### config.mk
export PLATFORM = sky130hd
export DESIGN_NAME = mem_arbiter
export DESIGN_NICKNAME = d
export VERILOG_FILES = /design/src/rtl/mem_arb_pkg.sv /design/src/rtl/mem_arb_pick.sv /design/src/rtl/mem_arbiter.sv
export SDC_FILE = /design/constraint.sdc
export NUM_CORES = 1
export LEC_CHECK = 0
export BUFFER_PORTS_ARGS = -buffer_cell sky130_fd_sc_hd__buf_2
export CAP_MARGIN = 15
export CORE_MARGIN = 1
export CORE_UTILIZATION = 50
export CTS_CLUSTER_SIZE = 30
export DETAILED_ROUTE_END_ITERATION = 7
export PLACE_DENSITY = 0.85
export SLEW_MARGIN = 40
export SYNTH_ARGS = -nofsm -noshare
export SYNTH_HDL_FRONTEND = slang
export SYNTH_SLANG_ARGS = --single-unit
### constraint.sdc
create_clock -name clk -period 4.65 [get_ports clk]
set_input_delay 0.6975 -clock clk [delete_from_list [all_inputs] [get_ports clk]]
set_output_delay 0.6975 -clock clk [all_outputs]
set_load 0.005 [all_outputs]
### src/rtl/mem_arb_pkg.sv
// mem_arb_pkg
// Shared definitions for the two-port memory arbiter: default address and
// data widths, the port identifiers used as grant ids, and the sequencer
// state encoding.
// Ports: none (package).
package mem_arb_pkg;

    localparam int AW_DEF = 12;
    localparam int DW_DEF = 16;

    // Grant ids: CPU port and loader/IO port.
    localparam logic P_CPU = 1'b0;
    localparam logic P_IO  = 1'b1;

    // Sequencer states.
    typedef logic [1:0] arb_state_t;
    localparam arb_state_t ST_IDLE   = 2'b00;
    localparam arb_state_t ST_ACCESS = 2'b01;
    localparam arb_state_t ST_DONE   = 2'b10;

endpackage

### src/rtl/mem_arb_pick.sv
// mem_arb_pick
// Combinational winner selection between the CPU port and the IO port.
// Ports:
//   req        in  2  request vector, bit 0 = CPU, bit 1 = IO
//   last_grant in  1  port granted most recently
//   rr_en      in  1  1 = round-robin on contention, 0 = CPU always wins
//   valid      out 1  at least one request present
//   winner     out 1  selected port id (P_CPU / P_IO)
module mem_arb_pick
    import mem_arb_pkg::*;
(
    input  logic [1:0] req,
    input  logic       last_grant,
    input  logic       rr_en,
    output logic       valid,
    output logic       winner
);

    // Winner selection; a lone request always wins, contention goes to the CPU
    // or, in round-robin mode, to the port that did not win last time.
    always_comb begin
        valid  = req[0] | req[1];
        winner = P_CPU;
        if (req[0] && req[1]) begin
            if (rr_en) begin
                winner = ~last_grant;
            end else begin
                winner = P_CPU;
            end
        end else if (req[1]) begin
            winner = P_IO;
        end else begin
            winner = P_CPU;
        end
    end

endmodule

### src/rtl/mem_arbiter.sv
// mem_arbiter
// Two-port arbiter/sequencer in front of the main memory. One access takes
// three cycles: IDLE (sample + grant), ACCESS (strobe), DONE (ack).
// Configuration: define MEM_ARB_RR_EN for round-robin arbitration on
// contention; undefined gives fixed priority with the CPU port winning.
// Ports:
//   clk, rst_n                 clock, asynchronous active-low reset
//   p0_req/we/addr/wdata       CPU command, held until p0_ack
//   p0_ack, p0_rdata           CPU completion pulse and read data
//   p1_*                       same for the loader/IO port
//   mem_adress, mem_indata     registered memory address / write data
//   mem_read, mem_write        registered memory strobes (never both set)
//   mem_outdata                memory read data (combinational from address)
//   busy                       high whenever the sequencer is not idle
module mem_arbiter
    import mem_arb_pkg::*;
#(
    parameter int AW = AW_DEF,
    parameter int DW = DW_DEF
) (
    input  logic          clk,
    input  logic          rst_n,
    input  logic          p0_req,
    input  logic          p0_we,
    input  logic [AW-1:0] p0_addr,
    input  logic [DW-1:0] p0_wdata,
    output logic          p0_ack,
    output logic [DW-1:0] p0_rdata,
    input  logic          p1_req,
    input  logic          p1_we,
    input  logic [AW-1:0] p1_addr,
    input  logic [DW-1:0] p1_wdata,
    output logic          p1_ack,
    output logic [DW-1:0] p1_rdata,
    output logic [AW-1:0] mem_adress,
    output logic          mem_read,
    output logic          mem_write,
    output logic [DW-1:0] mem_indata,
    input  logic [DW-1:0] mem_outdata,
    output logic          busy
);

`ifdef MEM_ARB_RR_EN
    localparam logic RR_EN = 1'b1;
`else
    localparam logic RR_EN = 1'b0;
`endif

    arb_state_t    state_r;
    logic          cmd_we_r;
    logic [AW-1:0] cmd_addr_r;
    logic [DW-1:0] cmd_wdata_r;
    // Updated on every grant, so it doubles as the grant id of the
    // transaction in flight.
    logic          last_grant_r;

    logic          pick_valid_s;
    logic          pick_winner_s;
    logic          sel_we_s;
    logic [AW-1:0] sel_addr_s;
    logic [DW-1:0] sel_wdata_s;

    mem_arb_pick u_pick (
        .req        ({p1_req, p0_req}),
        .last_grant (last_grant_r),
        .rr_en      (RR_EN),
        .valid      (pick_valid_s),
        .winner     (pick_winner_s)
    );

    // The command registers feed the memory directly, so address and write
    // data stay stable through ACCESS and hold their value in IDLE/DONE.
    assign mem_adress = cmd_addr_r;
    assign mem_indata = cmd_wdata_r;

    // Route the winning port's command to the command registers.
    always_comb begin
        if (pick_winner_s == P_IO) begin
            sel_we_s    = p1_we;
            sel_addr_s  = p1_addr;
            sel_wdata_s = p1_wdata;
        end else begin
            sel_we_s    = p0_we;
            sel_addr_s  = p0_addr;
            sel_wdata_s = p0_wdata;
        end
    end

    // Sequencer: grant in IDLE, strobe in ACCESS, acknowledge in DONE.
    always_ff @(posedge clk or negedge rst_n) begin
        if (!rst_n) begin
            state_r      <= ST_IDLE;
            cmd_we_r     <= 1'b0;
            cmd_addr_r   <= {AW{1'b0}};
            cmd_wdata_r  <= {DW{1'b0}};
            last_grant_r <= 1'b1;
            mem_read     <= 1'b0;
            mem_write    <= 1'b0;
            p0_ack       <= 1'b0;
            p1_ack       <= 1'b0;
            p0_rdata     <= {DW{1'b0}};
            p1_rdata     <= {DW{1'b0}};
            busy         <= 1'b0;
        end else begin
            case (state_r)
                ST_IDLE: begin
                    if (pick_valid_s) begin
                        cmd_we_r     <= sel_we_s;
                        cmd_addr_r   <= sel_addr_s;
                        cmd_wdata_r  <= sel_wdata_s;
                        last_grant_r <= pick_winner_s;
                        mem_read     <= ~sel_we_s;
                        mem_write    <= sel_we_s;
                        busy         <= 1'b1;
                        state_r      <= ST_ACCESS;
                    end else begin
                        state_r      <= ST_IDLE;
                    end
                end
                ST_ACCESS: begin
                    mem_read  <= 1'b0;
                    mem_write <= 1'b0;
                    if (!cmd_we_r) begin
                        if (last_grant_r == P_IO) begin
                            p1_rdata <= mem_outdata;
                        end else begin
                            p0_rdata <= mem_outdata;
                        end
                    end
                    p0_ack  <= (last_grant_r == P_CPU);
                    p1_ack  <= (last_grant_r == P_IO);
                    state_r <= ST_DONE;
                end
                ST_DONE: begin
                    p0_ack  <= 1'b0;
                    p1_ack  <= 1'b0;
                    busy    <= 1'b0;
                    state_r <= ST_IDLE;
                end
                default: begin
                    mem_read  <= 1'b0;
                    mem_write <= 1'b0;
                    p0_ack    <= 1'b0;
                    p1_ack    <= 1'b0;
                    busy      <= 1'b0;
                    state_r   <= ST_IDLE;
                end
            endcase
        end
    end

endmodule

==> flow_metrics.tcl <==
set metrics [dict create \
    status "finished, final reports clean" \
    critical_path_arrival_ns 2.23 \
    nets 418 \
    max_freq_mhz 497 \
    crit_required_ns 4.87 \
    instances_no_fill 419 \
    antenna_left 0 \
    tightest_slew_ns 0.776 \
    cts.sinks 69 \
    critPathBufInv 1 \
    critPathTopFamily "simple AND/OR/NAND/NOR gates" \
    finalCriticalPeriod_ns 2.01 \
    postSynthNetCount 275 \
    maxSlewViolCount 0 \
    cts_resized 0 \
    power.density_nw_per_um2 629 \
    clockRootBuffer "clkbuf_8" \
    setup_violations 0 \
    clockBufferDepth 2 \
    area_delta_synth_final_pct 29.3 \
    p_leak_nw 2.04 \
    path_cells "nor3_4 -> buf_4 -> mux2_2" \
    preCtsSetupSlack_ns 2.29 \
    grt_pass1_wl_mm 9.98 \
    endpoint_kind "register" \
    holdCritPathClass "in2async" \
    ir_worst_vdd_v 0.000365 \
    drt-total-wl_mm 6.51 \
    fin_ws_ns 2.64 \
    cts_hold_buf 0 \
    postCtsSetupRepairBufs 0 \
    antenna_found_initial 0 \
    floorplan.initialDensity_pct 52.3 \
    r2r_start "state_r[1]" \
    reg2regPathDepth 3 \
    path_max_fanout 19 \
    drv_cap 0 \
    yosysSeqAreaShare_pct 55.5 \
    r2r-end "mem_indata[13]" \
    avgRoutedWirePerCell_um 15.5 \
    synth_top_area_cell "dfrtp_1" \
    relSlewSlack_pct 48.2 \
    synth_area_leaders "dfrtp_1, mux2_2, mux2_4, buf_6, mux2i_1" \
    syn-cell-area_um2 3110 \
    ys_types 23 \
    crit_type "reg2reg" \
    postSynthAreaPerCell_um2 15.8 \
    path_clk_slew_ns 0.07 \
    critPathLaunchType "register" \
    vias 2089 \
    drive_gt1_share_pct 73.3 \
    grt_pass1_vias 2083 \
    yosysWarnings 0 \
    dieArea_um2 6550 \
    viasPerCell 4.99 \
    overflow 0 \
    power_w 0.00253 \
    grt_max_degree 41 \
    rsz0062_at_grt "false" \
    hold_viol 0 \
    dp.cells 404 \
    core_area_um2 5960 \
    syn-instance-count 197 \
    critPathSlowestCell "nor3_4" \
    rows 28 \
    pin_count 143 \
    yosysTopAreaCellShare_pct 54.6 \
    cts_tree "yes" \
    drcViolationCount 0 \
    slowest_delay_ns 0.58 \
    r2r_slack_ns 2.64 \
    fillers 457 \
    cts-htree-levels 3 \
    dr.pass1.iters 4 \
    fp.dieW_um 80.9 \
    gp_congestion 0.738 \
    clk_latency_ns 0.33 \
    ys_ff_latch 69 \
    drt_first_iter_violations 91 \
    tns_ns 0 \
    post-route-period-util_pct 43.2 \
    chipHeight_um 80.9 \
    fin_skew_ns 0.00611 \
    dp_hpwl_mm 4.86 \
    gr-usage-all-layers_pct 20.7 \
    io_buffer_count 142 \
    num_antenna_cells 0 \
    numCtsBuffers 9 \
]
-- power by group --
group          switching [W]  internal (W)  total [W]
registers           0.000167      0.000908    0.00107
clock network       0.000212      0.000272   0.000484
logic               0.000376      0.000600   0.000976
-- worst reg2reg max path, cell delays in order, from the launching register on --
cell     delay, ns
dfrtp_1       0.53
nor3_4        0.58
buf_4         0.41
mux2_2        0.39
-- cells in the final DEF, fill, tap and decap left out --
master,netlist,routed
o21ba_2,1,1
mux2_4,24,24
a21oi_1,5,5
dfrtp_1,68,68
a211oi_1,1,1
and3_1,1,1
nand2b_4,1,1
clkinv_2,0,2
or2_2,1,1
nor3_4,0,1
clkinvlp_4,0,1
and3_4,1,1
nor2b_4,1,1
buf_2,2,142
buf_4,3,2
mux2i_1,4,4
clkbuf_8,0,11
bufinv_16,0,1
dfstp_2,1,1
nor3_1,1,1
mux2_1,2,2
mux2_2,62,62
inv_1,3,3
a21o_1,1,1
nand3b_1,1,1
nor2_1,5,5
-- metal layers --
layer | vias up | GRT usage, % | part of all wire, %
li1 | 983 | - | -
met2 | 70 | 35.5 | 53
met3 | 8 | 6.18 | 5.8
met5 | - | 0 | 0
met4 | 0 | 9.46 | 1.6
met1 | 1028 | 23.8 | 40
-- through the flow --
stage          util, %  hold slack, ns  instance area (um2)
3_3_place_gp      64.3           0.460                 3830
6_report          67.6           0.396                 4030
3_5_place_dp      64.3           0.465                 3830
2_1_floorplan        -           0.402                 3110
4_1_cts           67.6           0.406                 4030
5_1_grt           67.6           0.441                 4030
-- cell usage after synthesis --
| cell type | n |
|---|---|
| dfrtp_1 | 68 |
| mux2_2 | 62 |
| mux2_4 | 24 |
| buf_6 | 7 |
| a21oi_1 | 5 |
| nor2_1 | 5 |
| mux2i_1 | 4 |
| buf_4 | 3 |
| inv_1 | 3 |
| buf_2 | 2 |
| mux2_1 | 2 |
| a211oi_1 | 1 |
| a21o_1 | 1 |
| and3_1 | 1 |
| and3_4 | 1 |
| dfstp_2 | 1 |
| nand2b_4 | 1 |
| nand3b_1 | 1 |
| nor2b_4 | 1 |
| nor3_1 | 1 |
| nor3_2 | 1 |
| o21ba_2 | 1 |
| or2_2 | 1 |
-- logic make-up (layout without fill, tap and decap cells) --
group / count (synthesis) / count (layout) / synth area share [%]
muxes: 92 / 92 / 36.0
DFF: 69 / 69 / 55.5
buffers and inverters: 15 / 162 / 3.94
and+or+nand+nor: 13 / 13 / 2.97
AOI/OAI and AO/OA: 8 / 8 / 1.61
-- cell type report --
| type | instances | area [um2] | share of cell area [%] |
|---|---|---|---|
| inverters | 3 | 11.3 | 0.280 |
| multi-input cells | 113 | 1270 | 31.5 |
| well taps | 75 | 93.8 | 2.33 |
| repair buffers | 144 | 726 | 18.0 |
| flip-flops and latches | 69 | 1730 | 42.9 |
| clock inverters | 4 | 47.5 | 1.18 |
| clock buffers | 11 | 151 | 3.76 |
-- flip-flops by register name (all words and copies together), names as in the netlist --
register and cells:
p1_rdata 16, mem_read 1, p1_ack 1, state_r 2
cmd_we_r 1, busy 1, last_grant_r 1, p0_ack 1
mem_adress 12, p0_rdata 16, mem_indata 16, mem_write 1
-- how the worst max path moves through the flow --
stage	slack, ns	end	startpoint	depth (start not counted)
after floorplan	2.89	mem_adress[2]	p0_req	5
after global routing	2.52	mem_indata[11]	state_r[1]	3
final	2.64	mem_indata[13]	state_r[1]	3
after CTS	2.62	mem_adress[0]	state_r[1]	3
after detailed placement	2.29	mem_indata[13]	p1_req	5
after global placement	2.37	mem_indata[14]	p1_req	5
(Power assumes the default switching activity.)
